$ cat src/rtl/layer0_input_packer_pkg.sv
// Shared definitions for the LUT-network input packers: frame geometry,
// default quantizer settings and the feature quantizer function.
package layer0_input_packer_pkg;

    localparam int N_FEAT     = 16;
    localparam int IN_W       = 8;
    localparam int Q_W        = 2;
    localparam int DEF_SHIFT  = 4;
    localparam int DEF_OFFSET = 2;

    localparam int VEC_W = N_FEAT * Q_W;
    localparam int IDX_W = $clog2(N_FEAT);
    localparam int Q_MAX = (1 << Q_W) - 1;

    // Arithmetic shift, signed offset, then clamp to the unsigned Q_W range.
    // One extra bit of headroom keeps the offset add from wrapping.
    function automatic logic [Q_W-1:0] quantize(
        input logic [IN_W-1:0] raw,
        input int              shift,
        input int              offset
    );
        logic signed [IN_W:0] t;
        t = ($signed({raw[IN_W-1], raw}) >>> shift) + $signed((IN_W+1)'(offset));
        if (t[IN_W]) begin
            return '0;
        end else if (t > $signed((IN_W+1)'(Q_MAX))) begin
            return Q_W'(Q_MAX);
        end else begin
            return t[Q_W-1:0];
        end
    endfunction

endpackage

$ cat src/rtl/layer0_input_packer_if.sv
// Feature stream in, packed frame out, plus the framing error pulse.
interface layer0_input_packer_if;
    import layer0_input_packer_pkg::*;

    logic             in_valid;
    logic             in_ready;
    logic [IN_W-1:0]  in_data;
    logic             in_last;
    logic             out_valid;
    logic             out_ready;
    logic [VEC_W-1:0] out_vec;
    logic             frame_err;

    modport slave (
        input  in_valid, in_data, in_last, out_ready,
        output in_ready, out_valid, out_vec, frame_err
    );

    modport master (
        output in_valid, in_data, in_last, out_ready,
        input  in_ready, out_valid, out_vec, frame_err
    );

endinterface

$ cat src/rtl/layer0_input_packer_feature_quantizer.sv
// Combinational raw-feature to Q_W-bit quantizer.
module feature_quantizer
    import layer0_input_packer_pkg::*;
#(
    parameter int SHIFT  = DEF_SHIFT,
    parameter int OFFSET = DEF_OFFSET
) (
    input  logic [IN_W-1:0] raw,
    output logic [Q_W-1:0]  q
);

    // quantize the current beat
    always_comb begin
        q = quantize(raw, SHIFT, OFFSET);
    end

endmodule

$ cat src/rtl/layer0_input_packer.sv
// Packs a frame of quantized features into a flat vector for the layer-0
// LUTs. Fill register collects the next frame while the output register
// holds the current one steady for the consumer.
module layer0_input_packer
    import layer0_input_packer_pkg::*;
#(
    parameter int SHIFT  = DEF_SHIFT,
    parameter int OFFSET = DEF_OFFSET
) (
    input  logic                  clk,
    input  logic                  rst,
    layer0_input_packer_if.slave  bus
);

    localparam logic [IDX_W-1:0] LAST_IDX = IDX_W'(N_FEAT - 1);

    logic [IDX_W-1:0] idx;
    logic [VEC_W-1:0] fill;
    logic [VEC_W-1:0] out_vec;
    logic             fill_full;
    logic             out_valid;
    logic             frame_err;
    logic [Q_W-1:0]   q;

    logic accept;
    logic at_last;
    logic beat_err;
    logic beat_done;
    logic xfer;

    feature_quantizer #(
        .SHIFT  (SHIFT),
        .OFFSET (OFFSET)
    ) u_quant (
        .raw (bus.in_data),
        .q   (q)
    );

    // beat acceptance, framing checks and fill-to-output transfer decode
    always_comb begin
        accept    = bus.in_valid && !rst && !fill_full;
        at_last   = (idx == LAST_IDX);
        beat_err  = accept && (bus.in_last != at_last);
        beat_done = accept && bus.in_last && at_last;
        xfer      = fill_full && (!out_valid || bus.out_ready);
    end

    assign bus.in_ready  = !rst && !fill_full;
    assign bus.out_valid = out_valid;
    assign bus.out_vec   = out_vec;
    assign bus.frame_err = frame_err;

    // fill/output double buffer; a bad frame just rewinds idx so its
    // partial contents get overwritten by the next frame
    always_ff @(posedge clk) begin
        if (rst) begin
            idx       <= '0;
            fill      <= '0;
            fill_full <= 1'b0;
            out_vec   <= '0;
            out_valid <= 1'b0;
            frame_err <= 1'b0;
        end else begin
            frame_err <= beat_err;

            if (accept) begin
                fill[int'(idx) * Q_W +: Q_W] <= q;
                idx <= (beat_err || beat_done) ? '0 : idx + 1'b1;
            end

            if (beat_done) begin
                fill_full <= 1'b1;
            end else if (xfer) begin
                fill_full <= 1'b0;
            end

            if (xfer) begin
                out_vec   <= fill;
                out_valid <= 1'b1;
            end else if (out_valid && bus.out_ready) begin
                out_valid <= 1'b0;
            end
        end
    end

endmodule

$ cat src/flat_wrapper.sv
// flat-port wrapper written by rule: the top's interface ports become plain ports
module layer0_input_packer_flat import layer0_input_packer_pkg::*;
#(
    parameter int SHIFT  = DEF_SHIFT,
    parameter int OFFSET = DEF_OFFSET
)
  (clk, rst, bus_in_valid, bus_in_data, bus_in_last, bus_out_ready, bus_in_ready, bus_out_valid, bus_out_vec, bus_frame_err);
  layer0_input_packer_if bus_i ();
  input  logic clk;
  input  logic rst;
  input wire logic [$bits(bus_i.in_valid)-1:0] bus_in_valid;
  input wire logic [$bits(bus_i.in_data)-1:0] bus_in_data;
  input wire logic [$bits(bus_i.in_last)-1:0] bus_in_last;
  input wire logic [$bits(bus_i.out_ready)-1:0] bus_out_ready;
  output wire logic [$bits(bus_i.in_ready)-1:0] bus_in_ready;
  output wire logic [$bits(bus_i.out_valid)-1:0] bus_out_valid;
  output wire logic [$bits(bus_i.out_vec)-1:0] bus_out_vec;
  output wire logic [$bits(bus_i.frame_err)-1:0] bus_frame_err;
  assign bus_i.in_valid = bus_in_valid;
  assign bus_i.in_data = bus_in_data;
  assign bus_i.in_last = bus_in_last;
  assign bus_i.out_ready = bus_out_ready;
  assign bus_in_ready = bus_i.in_ready;
  assign bus_out_valid = bus_i.out_valid;
  assign bus_out_vec = bus_i.out_vec;
  assign bus_frame_err = bus_i.frame_err;
  layer0_input_packer #(.SHIFT(SHIFT), .OFFSET(OFFSET)) u_core (.clk(clk), .rst(rst), .bus(bus_i));
endmodule
$ cat config.mk
export PLATFORM = sky130hd
export DESIGN_NAME = layer0_input_packer_flat
export DESIGN_NICKNAME = d
export VERILOG_FILES = /design/src/rtl/layer0_input_packer_pkg.sv /design/src/rtl/layer0_input_packer_if.sv /design/src/rtl/layer0_input_packer_feature_quantizer.sv /design/src/rtl/layer0_input_packer.sv /design/src/flat_wrapper.sv
export SDC_FILE = /design/constraint.sdc
export NUM_CORES = 1
export LEC_CHECK = 0
export CORE_ASPECT_RATIO = 0.8
export CORE_MARGIN = 3
export CORE_UTILIZATION = 41
export CTS_CLUSTER_DIAMETER = 80
export CTS_CLUSTER_SIZE = 20
export DETAILED_ROUTE_END_ITERATION = 8
export PLACE_DENSITY_LB_ADDON = 0.05
export SYNTH_ARGS = -nofsm -noshare
export SYNTH_HDL_FRONTEND = slang
export SYNTH_HIERARCHICAL = 1
export SYNTH_SLANG_ARGS = --single-unit
$ cat constraint.sdc
create_clock -name clk -period 3.1 [get_ports clk]
set_clock_uncertainty 0.2 [all_clocks]
set_input_delay 0.31 -clock clk [delete_from_list [all_inputs] [get_ports clk]]
set_output_delay 0.31 -clock clk [all_outputs]
set_load 0.02 [all_outputs]
==> out/metrics.cfg, run 1 <==
[clock_network]
clk_transition_reported_paths_ns = 0.07
cts-buffers-inserted = 9
tritoncts = built
htree_levels = 3
post-cts-setup-buffers = 0
ctsResizeCount = 0
clock_tree_buf_depth = 2
numClockSinks = 71
clk_latency_worst_skew_pair_ns = 0.34
clock-root-buffer = sky130_fd_sc_hd__clkbuf_8
ctsHoldBuffers = 0

[route]
detailedRoute.firstPassIterationCount = 4
drt-wirelength-per-cell_um = 13.1
finalWirelength_um = 6230
antenna_violating_nets_post_route = 0
first_iter_violations = 113
drcViolationCount = 0
vias = 2315
drt-vias-per-instance = 4.88

[global_route]
grt_pass1_vias = 2058
grt_start_max_net_pins = 41
gr-total-overflow = 0
grt_first_pass_wirelength_um = 10300
grt_antenna_before_repair = 0
grt_use_total_pct = 15.9

[timing]
slew_viol_final = 0
final_hold_viol_count = 0
setup_repair_after_global_routing_missed_its_margin = false
fin_tns_setup_ns = 0
worst_pin_slew_ns = 0.587
timing.final.setup_violations = 0
max_freq_mhz = 397
relSlewSlack_pct = 60.7
timing.final.ws_setup_ns = 0.578
timing.final.crit_period_ns = 2.52
timing.final.crit_share_pct = 81.4

[finish]
finish.net_count = 400
fin_util_pct = 53.6
final_layout_size_suffix_gt1_share_pct = 8.27
num_antenna_cells = 0
layout-area-overhead-vs-synth_pct = 25.1

[hold_path]
timing.hold.worst.class = input pin to flip-flop
min_to = u_core/bus.frame_err
holdPathStages = 3
hp-start = rst

[critical_path]
crit_path_cell_trace = inv_1, ha_1, nor4b_1, nand4_1, or3_1, a21oi_1
worst_setup_path_start_kind = flip-flop
setup.worst_path.end_class = flip-flop
critPathSlowestCell = sky130_fd_sc_hd__dfxtp_1
r2r-end = u_core/fill[1]
r2r_slack_ns = 0.58
cpLargestDelayFamily = simple AND/OR/NAND/NOR gates
cp_slowest_stage_delay_ns = 0.51
worst_reg2reg_startpoint = u_core/idx[0]
criticalPathCategory = flip-flop to flip-flop
crit_fanout = 12
timing.critical_path.required_ns = 3.16
worst_r2r_path_depth = 6
worstPathArrival_ns = 2.58
critical_path.n_buffers_inverters = 1

[run_status]
outcome = completed

[placement]
place.detailed.hpwl_um = 4120
gpl.final_weighted_congestion = 0.776
post-place-ws_ns = 0.382
io_buffer_count = 43

[floorplanning]
ioPinCount = 48
floorplan.initialDensity_pct = 42.8
die_area_um2 = 8370
die_width_um = 102
num_rows = 27
core_area_um2 = 6990
fp.dieH_um = 82.5

[logic_synthesis]
postSynthRegisterBits = 71
mean_area_per_synthesized_cell_um2 = 8.76
post_synth_main_area_contributors = sky130_fd_sc_hd__dfxtp_1 (47%), sky130_fd_sc_hd__mux2i_1 (9.7%), sky130_fd_sc_hd__nand2_1 (9.6%), sky130_fd_sc_hd__nand2b_1 (6.7%), sky130_fd_sc_hd__a21oi_1 (6.2%)
synth_area_leader_cell = sky130_fd_sc_hd__dfxtp_1
synth_top_cell_area_share_pct = 47.5
syn_area_um2 = 3000
netlist_instances = 342
netlist-cell-type-count = 35
yosysWarnings = 6
syn-num-nets = 360
synth_seq_area_share_pct = 47.5

[pwr]
static-leakage-power_nw = 1.47
cell_internal_pwr_w = 0.00153
power.density_cell_area_nw_per_um2 = 516
seqPwrFrac_pct = 47.4
power_switching_w = 0.000401
power.share.combinational_pct = 5.3
share_clk_of_total_power_pct = 47.2
worst_ir_drop_vdd_uv = 317
netSwitchingFraction_pct = 20.7

[flow_run]
max_cap_viols = 0

## power by group through the flow
stage	clock network, W	registers, W	logic (W)
2_1_floorplan	0	0.000937	0.0000694
3_3_place_gp	0	0.000939	0.000102
3_5_place_dp	0	0.000939	0.000103
4_1_cts	0.000942	0.000917	0.000103
5_1_grt	0.000982	0.000918	0.000113
6_report	0.000914	0.000918	0.000103
## cell usage after synthesis
master                      n
sky130_fd_sc_hd__dfxtp_1   71
sky130_fd_sc_hd__or3_1      3
sky130_fd_sc_hd__xor2_1     3
sky130_fd_sc_hd__ha_1       5
sky130_fd_sc_hd__nor2_1    15
sky130_fd_sc_hd__or3b_4     1
sky130_fd_sc_hd__mux2i_1   29
sky130_fd_sc_hd__nand4b_1   2
sky130_fd_sc_hd__a31oi_1    1
sky130_fd_sc_hd__nand4_1    4
sky130_fd_sc_hd__xnor2_1    2
sky130_fd_sc_hd__buf_2      1
sky130_fd_sc_hd__a211oi_4   1
sky130_fd_sc_hd__nand3_1   10
sky130_fd_sc_hd__a21oi_1   37
sky130_fd_sc_hd__o21bai_1   1
sky130_fd_sc_hd__nor4b_1    1
sky130_fd_sc_hd__a221oi_2   1
sky130_fd_sc_hd__or3b_1     1
sky130_fd_sc_hd__nor3_1     2
sky130_fd_sc_hd__mux2_1     1
sky130_fd_sc_hd__buf_6      2
sky130_fd_sc_hd__nand2b_1  32
sky130_fd_sc_hd__nand3b_1   1
sky130_fd_sc_hd__a21o_1     1
sky130_fd_sc_hd__nor3b_1    1
sky130_fd_sc_hd__o2bb2a_1   1
sky130_fd_sc_hd__nand4_2    3
sky130_fd_sc_hd__nor4_1     1
sky130_fd_sc_hd__o21ai_0    1
sky130_fd_sc_hd__and2_1     3
sky130_fd_sc_hd__inv_1      5
sky130_fd_sc_hd__nand2_1   77
sky130_fd_sc_hd__nor2b_1    3
sky130_fd_sc_hd__clkbuf_1  19
## stage by stage
step | area, um^2 | total power [W] | cells | hold WS (ns)
after floorplan | 3000 | 0.00101 | 342 | 0.227
after global placement | 3490 | 0.00104 | 458 | 0.242
after detailed placement | 3490 | 0.00104 | 458 | 0.245
after CTS | 3750 | 0.00196 | 474 | 0.131
after global routing | 3750 | 0.00201 | 474 | 0.153
final | 3750 | 0.00193 | 474 | 0.147
## cell families (layout without fill, tap and decap cells)
family | after synthesis | after routing | share of synthesized area, %
AOI/OAI and AO/OA | 44 | 44 | 8.56
muxes | 30 | 30 | 10.1
DFF | 71 | 71 | 47.5
buffers and inverters | 27 | 72 | 3.93
adders and majority gates | 5 | 5 | 2.09
and+or+nand+nor | 160 | 160 | 26.4
xor gates and xnor gates | 5 | 5 | 1.46
## final cells by class
type	count	area, um^2
clock buffers	11	151
clock inverters	5	104
fillers	674	3240
inverters	5	18.8
multi-input cells	244	1460
flip-flops and latches	71	1420
well taps	87	109
repair buffers	51	485
## cell usage in the layout, fill, tap and decap left out, types with 2 or more instances in the layout
master | synthesis | layout
sky130_fd_sc_hd__mux2i_1 | 29 | 29
sky130_fd_sc_hd__dfxtp_1 | 71 | 71
sky130_fd_sc_hd__nor2_1 | 15 | 15
sky130_fd_sc_hd__nand4_1 | 4 | 4
sky130_fd_sc_hd__nor2b_1 | 3 | 2
sky130_fd_sc_hd__clkdlybuf4s50_1 | 0 | 42
sky130_fd_sc_hd__nand3_1 | 10 | 10
sky130_fd_sc_hd__nand4_2 | 3 | 3
sky130_fd_sc_hd__ha_1 | 5 | 5
sky130_fd_sc_hd__bufinv_16 | 0 | 3
sky130_fd_sc_hd__or3_1 | 3 | 3
sky130_fd_sc_hd__clkbuf_8 | 0 | 11
sky130_fd_sc_hd__nor3_1 | 2 | 2
sky130_fd_sc_hd__buf_4 | 0 | 8
sky130_fd_sc_hd__xor2_1 | 3 | 3
sky130_fd_sc_hd__inv_1 | 5 | 5
sky130_fd_sc_hd__and2_1 | 3 | 3
sky130_fd_sc_hd__nand2b_1 | 32 | 32
sky130_fd_sc_hd__nand4b_1 | 2 | 2
sky130_fd_sc_hd__a21oi_1 | 37 | 37
sky130_fd_sc_hd__nand2_1 | 77 | 77
sky130_fd_sc_hd__xnor2_1 | 2 | 2
## worst min-delay path: cells and delay by family
kind / cells / cell delay, ns
AND/OR/NAND/NOR: 2 / 0.22
buffers and inverters: 1 / 0.10
## sequential cells by signal, summed over array words and instances (netlist names)
signal and count:
u_core/fill 32, u_core/bus.frame_err 1, u_core/fill_full 1, u_core/bus.out_vec 32, u_core/bus.out_valid 1, u_core/idx 4
## per-layer routing
layer	vias up	track usage (%)	share of wire, %
met2	45	21.8	41
li1	1215	-	-
met5	-	0	0
met1	1051	23.3	54
met3	4	6.38	4.9
met4	0	3.59	0.64
## how the worst max path moves through the flow
stage	cells past startpoint	end	start	slack (ns)
after floorplan	7	u_core/fill[1]	u_core/idx[0]	0.94
after global placement	9	u_core/fill[16]	bus_in_data[5]	0.41
after detailed placement	9	u_core/fill[16]	bus_in_data[5]	0.38
after CTS	6	u_core/fill[1]	u_core/idx[0]	0.61
after global routing	6	u_core/fill[1]	u_core/idx[0]	0.49
final	6	u_core/fill[1]	u_core/idx[0]	0.58
No activity file was read; power rests on OpenSTA's default activity.
==> inputs of run 2 (changes only) <==
- clock period: 3.1 -> 2.05 ns (I/O delays scaled with it)
==> run 2 against run 1 <==
  * Critical path depth did not move
  * Fmax increased by 26%
  * Largest power group unchanged
  * Critical path type unchanged
  * Setup slack worse by 0.53 ns
  * First-iteration DRC count unchanged
  * Design area is 5.6% higher
==> out/metrics.cfg, run 2 (synthesis gave the netlist of run 1 again) <==
[run_status]
outcome = completed

[placement]
io_buffer_count = 43
place.detailed.hpwl_um = 4470
gpl.final_weighted_congestion = 0.846

[critical_path]
criticalPathCategory = flip-flop to flip-flop
worst_setup_path_start_kind = flip-flop
crit_fanout = 4
critPathSlowestCell = sky130_fd_sc_hd__dfxtp_4
crit_path_cell_trace = nor3_4, ha_4, nor4b_4, nand4_1, or3_4, a21oi_2
worstPathArrival_ns = 2.07
timing.critical_path.required_ns = 2.12
cp_slowest_stage_delay_ns = 0.37
setup.worst_path.end_class = flip-flop

[route]
drt-vias-per-instance = 4.90
vias = 2432
antenna_violating_nets_post_route = 0
drcViolationCount = 0
finalWirelength_um = 6630
first_iter_violations = 113
detailedRoute.firstPassIterationCount = 4
drt-wirelength-per-cell_um = 13.4

[global_route]
grt_antenna_before_repair = 0
grt_first_pass_wirelength_um = 11100
grt_pass1_vias = 2320
grt_start_max_net_pins = 72
grt_use_total_pct = 17.1
gr-total-overflow = 0

[timing]
max_freq_mhz = 500
slew_viol_final = 0
relSlewSlack_pct = 72.5
setup_repair_after_global_routing_missed_its_margin = true
timing.final.crit_period_ns = 2.00
timing.final.crit_share_pct = 97.6
final_hold_viol_count = 0
fin_tns_setup_ns = 0
worst_pin_slew_ns = 0.409
timing.final.setup_violations = 0

[hold_path]
timing.hold.worst.class = input pin to flip-flop

[finish]
fin_util_pct = 56.6
final_layout_size_suffix_gt1_share_pct = 16.1
layout-area-overhead-vs-synth_pct = 32.2
num_antenna_cells = 0
finish.net_count = 423
layout_common_cells = sky130_fd_sc_hd__nand2_1 (77), sky130_fd_sc_hd__dfxtp_1 (69), sky130_fd_sc_hd__clkdlybuf4s50_1 (40), sky130_fd_sc_hd__a21oi_1 (36), sky130_fd_sc_hd__nand2b_1 (32)
fill_cells = 652
layout.cells.most_common = sky130_fd_sc_hd__nand2_1
top_regs = u_core/bus.out_vec x32, u_core/fill x32, u_core/idx x4

[floorplanning]
die_width_um = 102
core_area_um2 = 6990
num_rows = 27
ioPinCount = 48
floorplan.initialDensity_pct = 42.8
fp.dieH_um = 82.5
die_area_um2 = 8370

[clock_network]
clock-root-buffer = sky130_fd_sc_hd__clkbuf_8
htree_levels = 3
clock_tree_buf_depth = 2
tritoncts = built
cts-buffers-inserted = 9
numClockSinks = 71
clk_latency_worst_skew_pair_ns = 0.34
clk_transition_reported_paths_ns = 0.08
ctsHoldBuffers = 0

[pwr]
power.density_cell_area_nw_per_um2 = 682
worst_ir_drop_vdd_uv = 390
fin_total_pwr_w = 0.00270
static-leakage-power_nw = 1.59

[flow_run]
max_cap_viols = 0

run 2: layout make-up:
cell class | count | area (um^2) | area share [%]
Multi-Input combinational cell | 244 | 1530 | 38.6
Timing Repair Buffer | 74 | 681 | 17.2
Clock inverter | 5 | 58.8 | 1.48
Sequential cell | 71 | 1430 | 36.0
Tap cell | 87 | 109 | 2.75
Clock buffer | 10 | 138 | 3.48
Inverter | 5 | 18.8 | 0.474
run 2: repair_timing:
| item | CTS | global route |
|---|---|---|
| setup buffers | 4 | 2 |
| resized for setup | 6 | 10 |
| endpoints found under the setup margin | 13 | 13 |
| cloned | 0 | 0 |
| pin swaps | 2 | 6 |
| hold endpoints to repair | 0 | 0 |
run 2: routing by layer:
metal | share of wire (%) | global-route usage [%]
met5 | 0 | 0
met3 | 4.5 | 5.63
met2 | 44 | 25.5
met1 | 51 | 23.9
met4 | 0.53 | 4.38
run 2: path summary, 6_finish.rpt:
check / to / from / cells after the start / slack, ns
worst max register to register: u_core/fill[1] / u_core/idx[1] / 6 / 0.05
worst min-delay path: u_core/fill[1] / rst / 3 / 0.15
worst min register to register: u_core/bus.out_vec[15] / u_core/fill[15] / 2 / 0.25
worst max-delay path: u_core/fill[1] / u_core/idx[1] / 6 / 0.05
run 2: power by group:
| group | total, W | switching (W) | leakage, nW | internal (W) |
|---|---|---|---|---|
| combinational | 0.000213 | 0.000110 | 0.926 | 0.000103 |
| clock | 0.00110 | 0.000517 | 0.0944 | 0.000588 |
| sequential | 0.00139 | 0.00000355 | 0.573 | 0.00138 |
| total | 0.00270 | 0.000630 | 1.59 | 0.00207 |
run 2: per-stage QoR:
| step | hold WS [ns] | std cells | instance area, um^2 | setup slack [ns] |
|---|---|---|---|---|
| after floorplan | 0.150 | 342 | 3010 | -0.00554 |
| final | 0.151 | 496 | 3960 | 0.0498 |
| after global routing | 0.141 | 496 | 3960 | -0.0432 |
| after detailed placement | 0.246 | 476 | 3660 | -0.441 |
| after CTS | 0.127 | 495 | 3900 | 0.00528 |
| after global placement | 0.240 | 476 | 3660 | -0.404 |
run 2: critical path, delay by kind of cell (launching register included):
kind                       cells  cell delay [ns]
and+or+nand+nor                4             1.02
DFF                            1             0.37
adders and majority gates      1             0.24
AOI/OAI and AO/OA              1             0.12
